### config.mk
export PLATFORM = sky130hd
export DESIGN_NAME = shared_reg_arbiter_flat
export DESIGN_NICKNAME = d
export VERILOG_FILES = /design/src/rtl/shared_reg_arbiter_if.sv /design/src/rtl/shared_reg_arbiter.sv /design/src/flat_wrapper.sv
export SDC_FILE = /design/constraint.sdc
export NUM_CORES = 1
export LEC_CHECK = 0
export CAP_MARGIN = 20
export CORE_MARGIN = 1.5
export CORE_UTILIZATION = 36
export CTS_BUF_LIST = sky130_fd_sc_hd__clkbuf_4
export DETAILED_ROUTE_END_ITERATION = 6
export PLACE_DENSITY_LB_ADDON = 0.08
export SLEW_MARGIN = 20
export SYNTH_ARGS = -nofsm -noshare
export SYNTH_HDL_FRONTEND = slang
export SYNTH_SLANG_ARGS = --single-unit
### constraint.sdc
create_clock -name clk -period 3.5 [get_ports clk]
set_input_delay 0.35 -clock clk [delete_from_list [all_inputs] [get_ports clk]]
set_output_delay 0.35 -clock clk [all_outputs]
set_load 0.02 [all_outputs]
### src/rtl/shared_reg_arbiter_if.sv
// Purpose : Bundles the requester-side bus of shared_reg_arbiter.
//           The requesters drive req/wdata/lock. The arbiter returns gnt, the shared
//           register contents q, the sticky q_valid flag and the owner index.
// Modports: master - requester side (drives req, wdata, lock)
//           slave  - arbiter side   (drives gnt, q, q_valid, owner)
// Params  : NUM_REQ requesters, WIDTH-bit shared register.
interface shared_reg_arbiter_if #(
  parameter int NUM_REQ = 4,
  parameter int WIDTH   = 8
);
  localparam int OW = $clog2(NUM_REQ);

  logic [NUM_REQ-1:0]       req;
  logic [NUM_REQ*WIDTH-1:0] wdata;
  logic [NUM_REQ-1:0]       lock;
  logic [NUM_REQ-1:0]       gnt;
  logic [WIDTH-1:0]         q;
  logic                     q_valid;
  logic [OW-1:0]            owner;

  modport master (
    output req, wdata, lock,
    input  gnt, q, q_valid, owner
  );

  modport slave (
    input  req, wdata, lock,
    output gnt, q, q_valid, owner
  );
endinterface

### src/rtl/shared_reg_arbiter.sv
// Purpose : Round-robin arbiter that owns one WIDTH-bit register shared by NUM_REQ
//           requesters. Each cycle it grants at most one requester. The winner's
//           wdata lane is loaded into q, and the winner gets a one-cycle gnt pulse.
// Ports   : clk     - clock, rising edge
//           reset   - synchronous, active-high
//           bus     - shared_reg_arbiter_if.slave
//                     (req, wdata, lock in; gnt, q, q_valid, owner out)
// Config  : define SHARED_REG_LOCK_EN to build the LOCK state. In LOCK, the owner keeps
//           re-grants for up to MAX_LOCK extra edges. Without the macro, lock is ignored.
//
// state | meaning
// IDLE  | no grant outstanding
// GRANT | gnt pulse high this cycle; owner masked at the next edge
// LOCK  | owner holds exclusive access (SHARED_REG_LOCK_EN only)
module shared_reg_arbiter #(
  parameter int NUM_REQ  = 4,
  parameter int WIDTH    = 8,
  parameter int MAX_LOCK = 16
) (
  input  logic               clk,
  input  logic               reset,
  shared_reg_arbiter_if.slave bus
);
  localparam int OW = $clog2(NUM_REQ);

  localparam logic [1:0] ST_IDLE  = 2'd0;
  localparam logic [1:0] ST_GRANT = 2'd1;
  localparam logic [1:0] ST_LOCK  = 2'd2;

  if (NUM_REQ < 2) begin : g_bad_num_req
    $error("shared_reg_arbiter: NUM_REQ must be >= 2");
  end
  if (MAX_LOCK < 1) begin : g_bad_max_lock
    $error("shared_reg_arbiter: MAX_LOCK must be >= 1");
  end

  logic [1:0]         state_q, state_d;
  logic [NUM_REQ-1:0] gnt_q, gnt_d;
  logic [WIDTH-1:0]   q_q, q_d;
  logic               q_valid_q, q_valid_d;
  logic [OW-1:0]      owner_q, owner_d;
  logic [OW-1:0]      ptr_q, ptr_d;

  logic [NUM_REQ-1:0]   mask;
  logic [NUM_REQ-1:0]   eligible;
  logic [2*NUM_REQ-1:0] rot;
  logic                 found;
  logic [OW-1:0]        win;
  logic [WIDTH-1:0]     lane_win;
  logic [WIDTH-1:0]     lane_own;
  logic                 do_arb;
  int                   widx;

`ifdef SHARED_REG_LOCK_EN
  localparam int CW = $clog2(MAX_LOCK + 1);
  logic [CW-1:0] cnt_q, cnt_d;
`endif

  // Rotate the eligible vector so that bit 0 is the requester at ptr.
  // The lowest set bit of the rotated vector is then the round-robin winner.
  always_comb begin
    mask     = '0;
    if (state_q == ST_GRANT || state_q == ST_LOCK) mask[owner_q] = 1'b1;
    eligible = bus.req & ~mask;
    rot      = {eligible, eligible} >> ptr_q;
    found    = 1'b0;
    win      = '0;
    widx     = 0;
    for (int i = 0; i < NUM_REQ; i++) begin
      if (!found && rot[i]) begin
        found = 1'b1;
        widx  = int'(ptr_q) + i;
        if (widx >= NUM_REQ) widx = widx - NUM_REQ;
        win   = OW'(widx);
      end
    end
  end

  always_comb begin
    lane_win = '0;
    lane_own = '0;
    for (int i = 0; i < NUM_REQ; i++) begin
      if (OW'(i) == win)     lane_win = bus.wdata[i*WIDTH +: WIDTH];
      if (OW'(i) == owner_q) lane_own = bus.wdata[i*WIDTH +: WIDTH];
    end
  end

  always_comb begin
    state_d   = ST_IDLE;
    gnt_d     = '0;
    q_d       = q_q;
    q_valid_d = q_valid_q;
    owner_d   = owner_q;
    ptr_d     = ptr_q;
    do_arb    = 1'b1;
`ifdef SHARED_REG_LOCK_EN
    cnt_d     = '0;
    // Lock re-grants leave ptr where it is, so rotation resumes fairly after the lock.
    if (state_q == ST_GRANT && bus.lock[owner_q] && bus.req[owner_q]) begin
      do_arb         = 1'b0;
      gnt_d[owner_q] = 1'b1;
      q_d            = lane_own;
      q_valid_d      = 1'b1;
      cnt_d          = CW'(1);
      state_d        = ST_LOCK;
    end else if (state_q == ST_LOCK && bus.lock[owner_q] &&
                 cnt_q != CW'(MAX_LOCK)) begin
      do_arb  = 1'b0;
      cnt_d   = cnt_q + CW'(1);
      state_d = ST_LOCK;
      if (bus.req[owner_q]) begin
        gnt_d[owner_q] = 1'b1;
        q_d            = lane_own;
        q_valid_d      = 1'b1;
      end
    end
`endif
    if (do_arb && found) begin
      gnt_d[win] = 1'b1;
      q_d        = lane_win;
      q_valid_d  = 1'b1;
      owner_d    = win;
      ptr_d      = (win == OW'(NUM_REQ - 1)) ? '0 : win + OW'(1);
      state_d    = ST_GRANT;
    end
  end

  always_ff @(posedge clk) begin
    if (reset) begin
      state_q   <= ST_IDLE;
      gnt_q     <= '0;
      q_q       <= '0;
      q_valid_q <= 1'b0;
      owner_q   <= '0;
      ptr_q     <= '0;
`ifdef SHARED_REG_LOCK_EN
      cnt_q     <= '0;
`endif
    end else begin
      state_q   <= state_d;
      gnt_q     <= gnt_d;
      q_q       <= q_d;
      q_valid_q <= q_valid_d;
      owner_q   <= owner_d;
      ptr_q     <= ptr_d;
`ifdef SHARED_REG_LOCK_EN
      cnt_q     <= cnt_d;
`endif
    end
  end

  assign bus.gnt     = gnt_q;
  assign bus.q       = q_q;
  assign bus.q_valid = q_valid_q;
  assign bus.owner   = owner_q;
endmodule
### src/flat_wrapper.sv
// flat-port wrapper written by rule: the top's interface ports become plain ports
module shared_reg_arbiter_flat 
#(
  parameter int NUM_REQ  = 4,
  parameter int WIDTH    = 8,
  parameter int MAX_LOCK = 16
)
  (clk, reset, bus_req, bus_wdata, bus_lock, bus_gnt, bus_q, bus_q_valid, bus_owner);
  shared_reg_arbiter_if #(.NUM_REQ(NUM_REQ), .WIDTH(WIDTH)) bus_i ();
  input  logic clk;
  input  logic reset;
  input wire logic [$bits(bus_i.req)-1:0] bus_req;
  input wire logic [$bits(bus_i.wdata)-1:0] bus_wdata;
  input wire logic [$bits(bus_i.lock)-1:0] bus_lock;
  output wire logic [$bits(bus_i.gnt)-1:0] bus_gnt;
  output wire logic [$bits(bus_i.q)-1:0] bus_q;
  output wire logic [$bits(bus_i.q_valid)-1:0] bus_q_valid;
  output wire logic [$bits(bus_i.owner)-1:0] bus_owner;
  assign bus_i.req = bus_req;
  assign bus_i.wdata = bus_wdata;
  assign bus_i.lock = bus_lock;
  assign bus_gnt = bus_i.gnt;
  assign bus_q = bus_i.q;
  assign bus_q_valid = bus_i.q_valid;
  assign bus_owner = bus_i.owner;
  shared_reg_arbiter #(.NUM_REQ(NUM_REQ), .WIDTH(WIDTH), .MAX_LOCK(MAX_LOCK)) u_core (.clk(clk), .reset(reset), .bus(bus_i));
endmodule
==> results of run 1 <==
## flip-flops by register name (all words and copies together) (netlist names)
| register | count |
|---|---|
| u_core.bus.q | 8 |
| u_core.bus.gnt | 4 |
| u_core.bus.owner | 2 |
| u_core.ptr_q | 2 |
| u_core.bus.q_valid | 1 |
| u_core.state_q | 1 |
## stage by stage
stage	util, %	total power, W	worst slack, ps	hold WS [ps]	cell area, um2
2_1_floorplan	-	0.001087	621.2	419.7	1171
3_3_place_gp	55.24	0.001358	201.1	449.6	1700
3_5_place_dp	55.24	0.001378	132.9	465.4	1700
4_1_cts	56.10	0.001489	217.8	490.3	1727
5_1_grt	56.14	0.001602	177.3	520.9	1728
6_report	56.14	0.001468	476.5	479.9	1728
## cells by family (layout without fill, tap and decap cells)
family	after synthesis	in the layout
DFF	18	18
xor gates and xnor gates	1	1
AOI/OAI and AO/OA	41	41
buffers and inverters	14	61
muxes	1	1
and+or+nand+nor	67	67
adders and majority gates	4	4
## layout by cell type, fill, tap and decap left out, types with 2 or more instances in the layout
cell,synthesis,final
or3_1,2,2
dfxtp_1,18,17
nor2_1,18,18
a221oi_1,3,3
buf_4,1,2
inv_1,2,2
nor3_1,3,3
a211oi_1,8,8
nand4_1,2,2
clkbuf_4,0,3
clkdlybuf4s50_1,0,52
ha_1,4,4
a32o_1,2,2
a21oi_1,21,21
and2_1,5,5
nor2b_1,7,7
nand3b_1,7,7
nand3_1,2,2
nand2_1,10,10
## power breakdown
group	switching [W]	internal, W	total, W	leakage (nW)
Combinational	0.000532	0.000475	0.00101	0.472
Clock	0.0000642	0.0000415	0.000106	0.0154
Sequential	0.0000747	0.000281	0.000356	0.149
Total	0.000671	0.000798	0.00147	0.637
## final cells by class
cell class / count / area share [%]
clock buffers: 3 / 1.303
multi-input cells: 114 / 42.72
inverters: 3 / 0.6517
clock inverters: 1 / 0.2172
flip-flops and latches: 18 / 20.93
well taps: 44 / 3.186
repair buffers: 54 / 30.99
## worst paths after layout
check                           start                 end  cells after the start
setup / recovery  u_core.bus.owner[0]     u_core.bus.q[4]                     14
hold / removal     u_core.bus.q_valid  u_core.bus.q_valid                      2
setup reg to reg  u_core.bus.owner[0]     u_core.bus.q[4]                     14
hold reg to reg    u_core.bus.q_valid  u_core.bus.q_valid                      2
## metal layers
layer | wire (um) | part of all wire [%]
met1 | 1212 | 42
met2 | 1435 | 50
met3 | 206 | 7.1
met4 | 33 | 1.1
met5 | 0 | 0
## worst reg2reg max path, cell delays in order, from the launching register on
cell and delay [ps]:
dfxtp_1 550, xnor2_1 160, o2bb2ai_1 210, buf_4 180, nand4b_1 90, nand4_1 90
or3_4 430, inv_2 100, ha_1 370, nand3b_1 160, a21oi_1 70, a21oi_1 180
nor2_1 60, a21oi_1 170, a211oi_1 90
## timing repair
action                                  4_1_cts  5_1_grt
gates resized for setup                       0        1
endpoints found under the setup margin        0        8
setup buffers                                 0        0
==> flow_metrics.tcl, run 1 <==
set metrics [dict create \
    outcome "complete, no violations" \
    hp-class "flip-flop to flip-flop" \
    synth_top_cell_area_share_pct 30.77 \
    hold_viol_final 0 \
    setup_tns_ps 0 \
    p_leak_nw 0.6367 \
    seqCellArea_um2 361.6 \
    cts_tree "yes" \
    cts_buffer_depth 2 \
    critical_path_class "flip-flop to flip-flop" \
    seq_area_frac_synth_pct 30.77 \
    required_ps 3670 \
    drt-total-wl_mm 2.887 \
    wl_per_cell_um 12.18 \
    clock_latency_ps 300 \
    layout-drive-gt1-share_pct 7.772 \
    ys_warn_count 0 \
    synth-edff-count 0 \
    rows 20 \
    ys_types 41 \
    synth-seq-cells 18 \
    nNetsFinal 240 \
    grt.busiest_layer "met2" \
    fin_cells 237 \
    nFillCells 296 \
    crit_chain "xnor2_1 -> o2bb2ai_1 -> buf_4 -> nand4b_1 -> nand4_1 -> or3_4 -> inv_2 -> ha_1 -> nand3b_1 -> a21oi_1 -> a21oi_1 -> nor2_1 -> a21oi_1 -> a211oi_1" \
    ant_nets 0 \
    via_count 1176 \
    io_buffers 52 \
    synth.mux.area_fraction_pct 0.8547 \
    antenna_found_initial 0 \
    initial_core_util_pct 38.05 \
    die_w_um 60.04 \
    grt_max_degree 19 \
    synthAdderAreaFrac_pct 4.274 \
    multiInputGateArea_um2 738.2 \
    cp-start-kind "flip-flop" \
    path_common_cell "a21oi_1" \
    clock-skew-final_ps 8.922 \
    drv_slew 0 \
    place_inst 233 \
    end_kind "flip-flop" \
    netlist_top_cells_count "a21oi_1, dfxtp_1, nor2_1, nand2_1, a211oi_1" \
    worst_ep_arrival_time_ps 3190 \
    cts-root-buf "clkbuf_4" \
    synthSimpleGateAreaFrac_pct 32.59 \
    drt_iter0_drc 84 \
    synth_top_family_by_area "simple AND/OR/NAND/NOR gates" \
    clkTransAtPathRegs_ps 110 \
    maxCapViolations 0 \
    slowest_stage "dfxtp_1" \
    htree_levels 1 \
    avgSynthCellArea_um2 8.021 \
    path_max_fanout 13 \
    dp_hpwl_mm 2.286 \
    max-vdd-ir-drop_v 0.0003360 \
    yosysMostFrequentCell "a21oi_1" \
    rsz0062_at_grt "no" \
    worst_pin_slew_ps 550.6 \
    grtUsageMet1_pct 20.31 \
    die_area_mm2 0.003604 \
    firstDrtPassIters 4 \
    yosysTopAreaCell "dfxtp_1" \
    core_area_mm2 0.003078 \
    netlist_instances 146 \
    grtUsageMet2_pct 28.57 \
    slew_headroom_pct 63.18 \
    numCtsBuffers 3 \
    cts.sinks 18 \
    grt-ovfl-total 0 \
    syn_nets 192 \
    synth.area.top_cells "dfxtp_1, a21oi_1, nor2_1, a211oi_1, nand3b_1" \
    async_flop_share_pct 0 \
    r2r_slack_ps 480 \
    cp_num_buf_inv 2 \
    vias_per_cell 4.962 \
    gp_congestion 0.7137 \
    final_min_period_over_clock_period_pct 86.39 \
    diodes 0 \
    drc 0 \
    fin_crit_ps 3024 \
    gr-usage-met3_pct 5.844 \
    ioPinCount 57 \
    grt_pass1_vias 1106 \
    setup-violations-final 0 \
    gr-usage-all-layers_pct 17.22 \
    synth_compound_area_share_pct 24.57 \
    power_density_mw_per_mm2 849.8 \
    slowest_delay_ps 550 \
    dieHeight_um 60.04 \
    area_delta_synth_final_pct 47.54 \
    ctsHoldBuffers 0 \
    max_freq_mhz 330.7 \
    critical-path-top-delay-family "simple AND/OR/NAND/NOR gates" \
    syn_area_mm2 0.001171 \
    synth-xor-area-share_pct 0.7479 \
    grt_pass1_wl_mm 4.705 \
    ys.flop_type "dfxtp_1" \
]
Power figures use the tool's default switching activity.
==> inputs of run 2 (changes only) <==
--- a/config.mk
+++ b/config.mk
@@ -11,6 +11,7 @@
 export CTS_BUF_LIST = sky130_fd_sc_hd__clkbuf_4
 export DETAILED_ROUTE_END_ITERATION = 6
 export PLACE_DENSITY_LB_ADDON = 0.08
+export SKIP_LAST_GASP = 1
 export SLEW_MARGIN = 20
 export SYNTH_ARGS = -nofsm -noshare
 export SYNTH_HDL_FRONTEND = slang
==> results of run 2 <==
Final layout, timing and power as in run 1 (identical DEF).
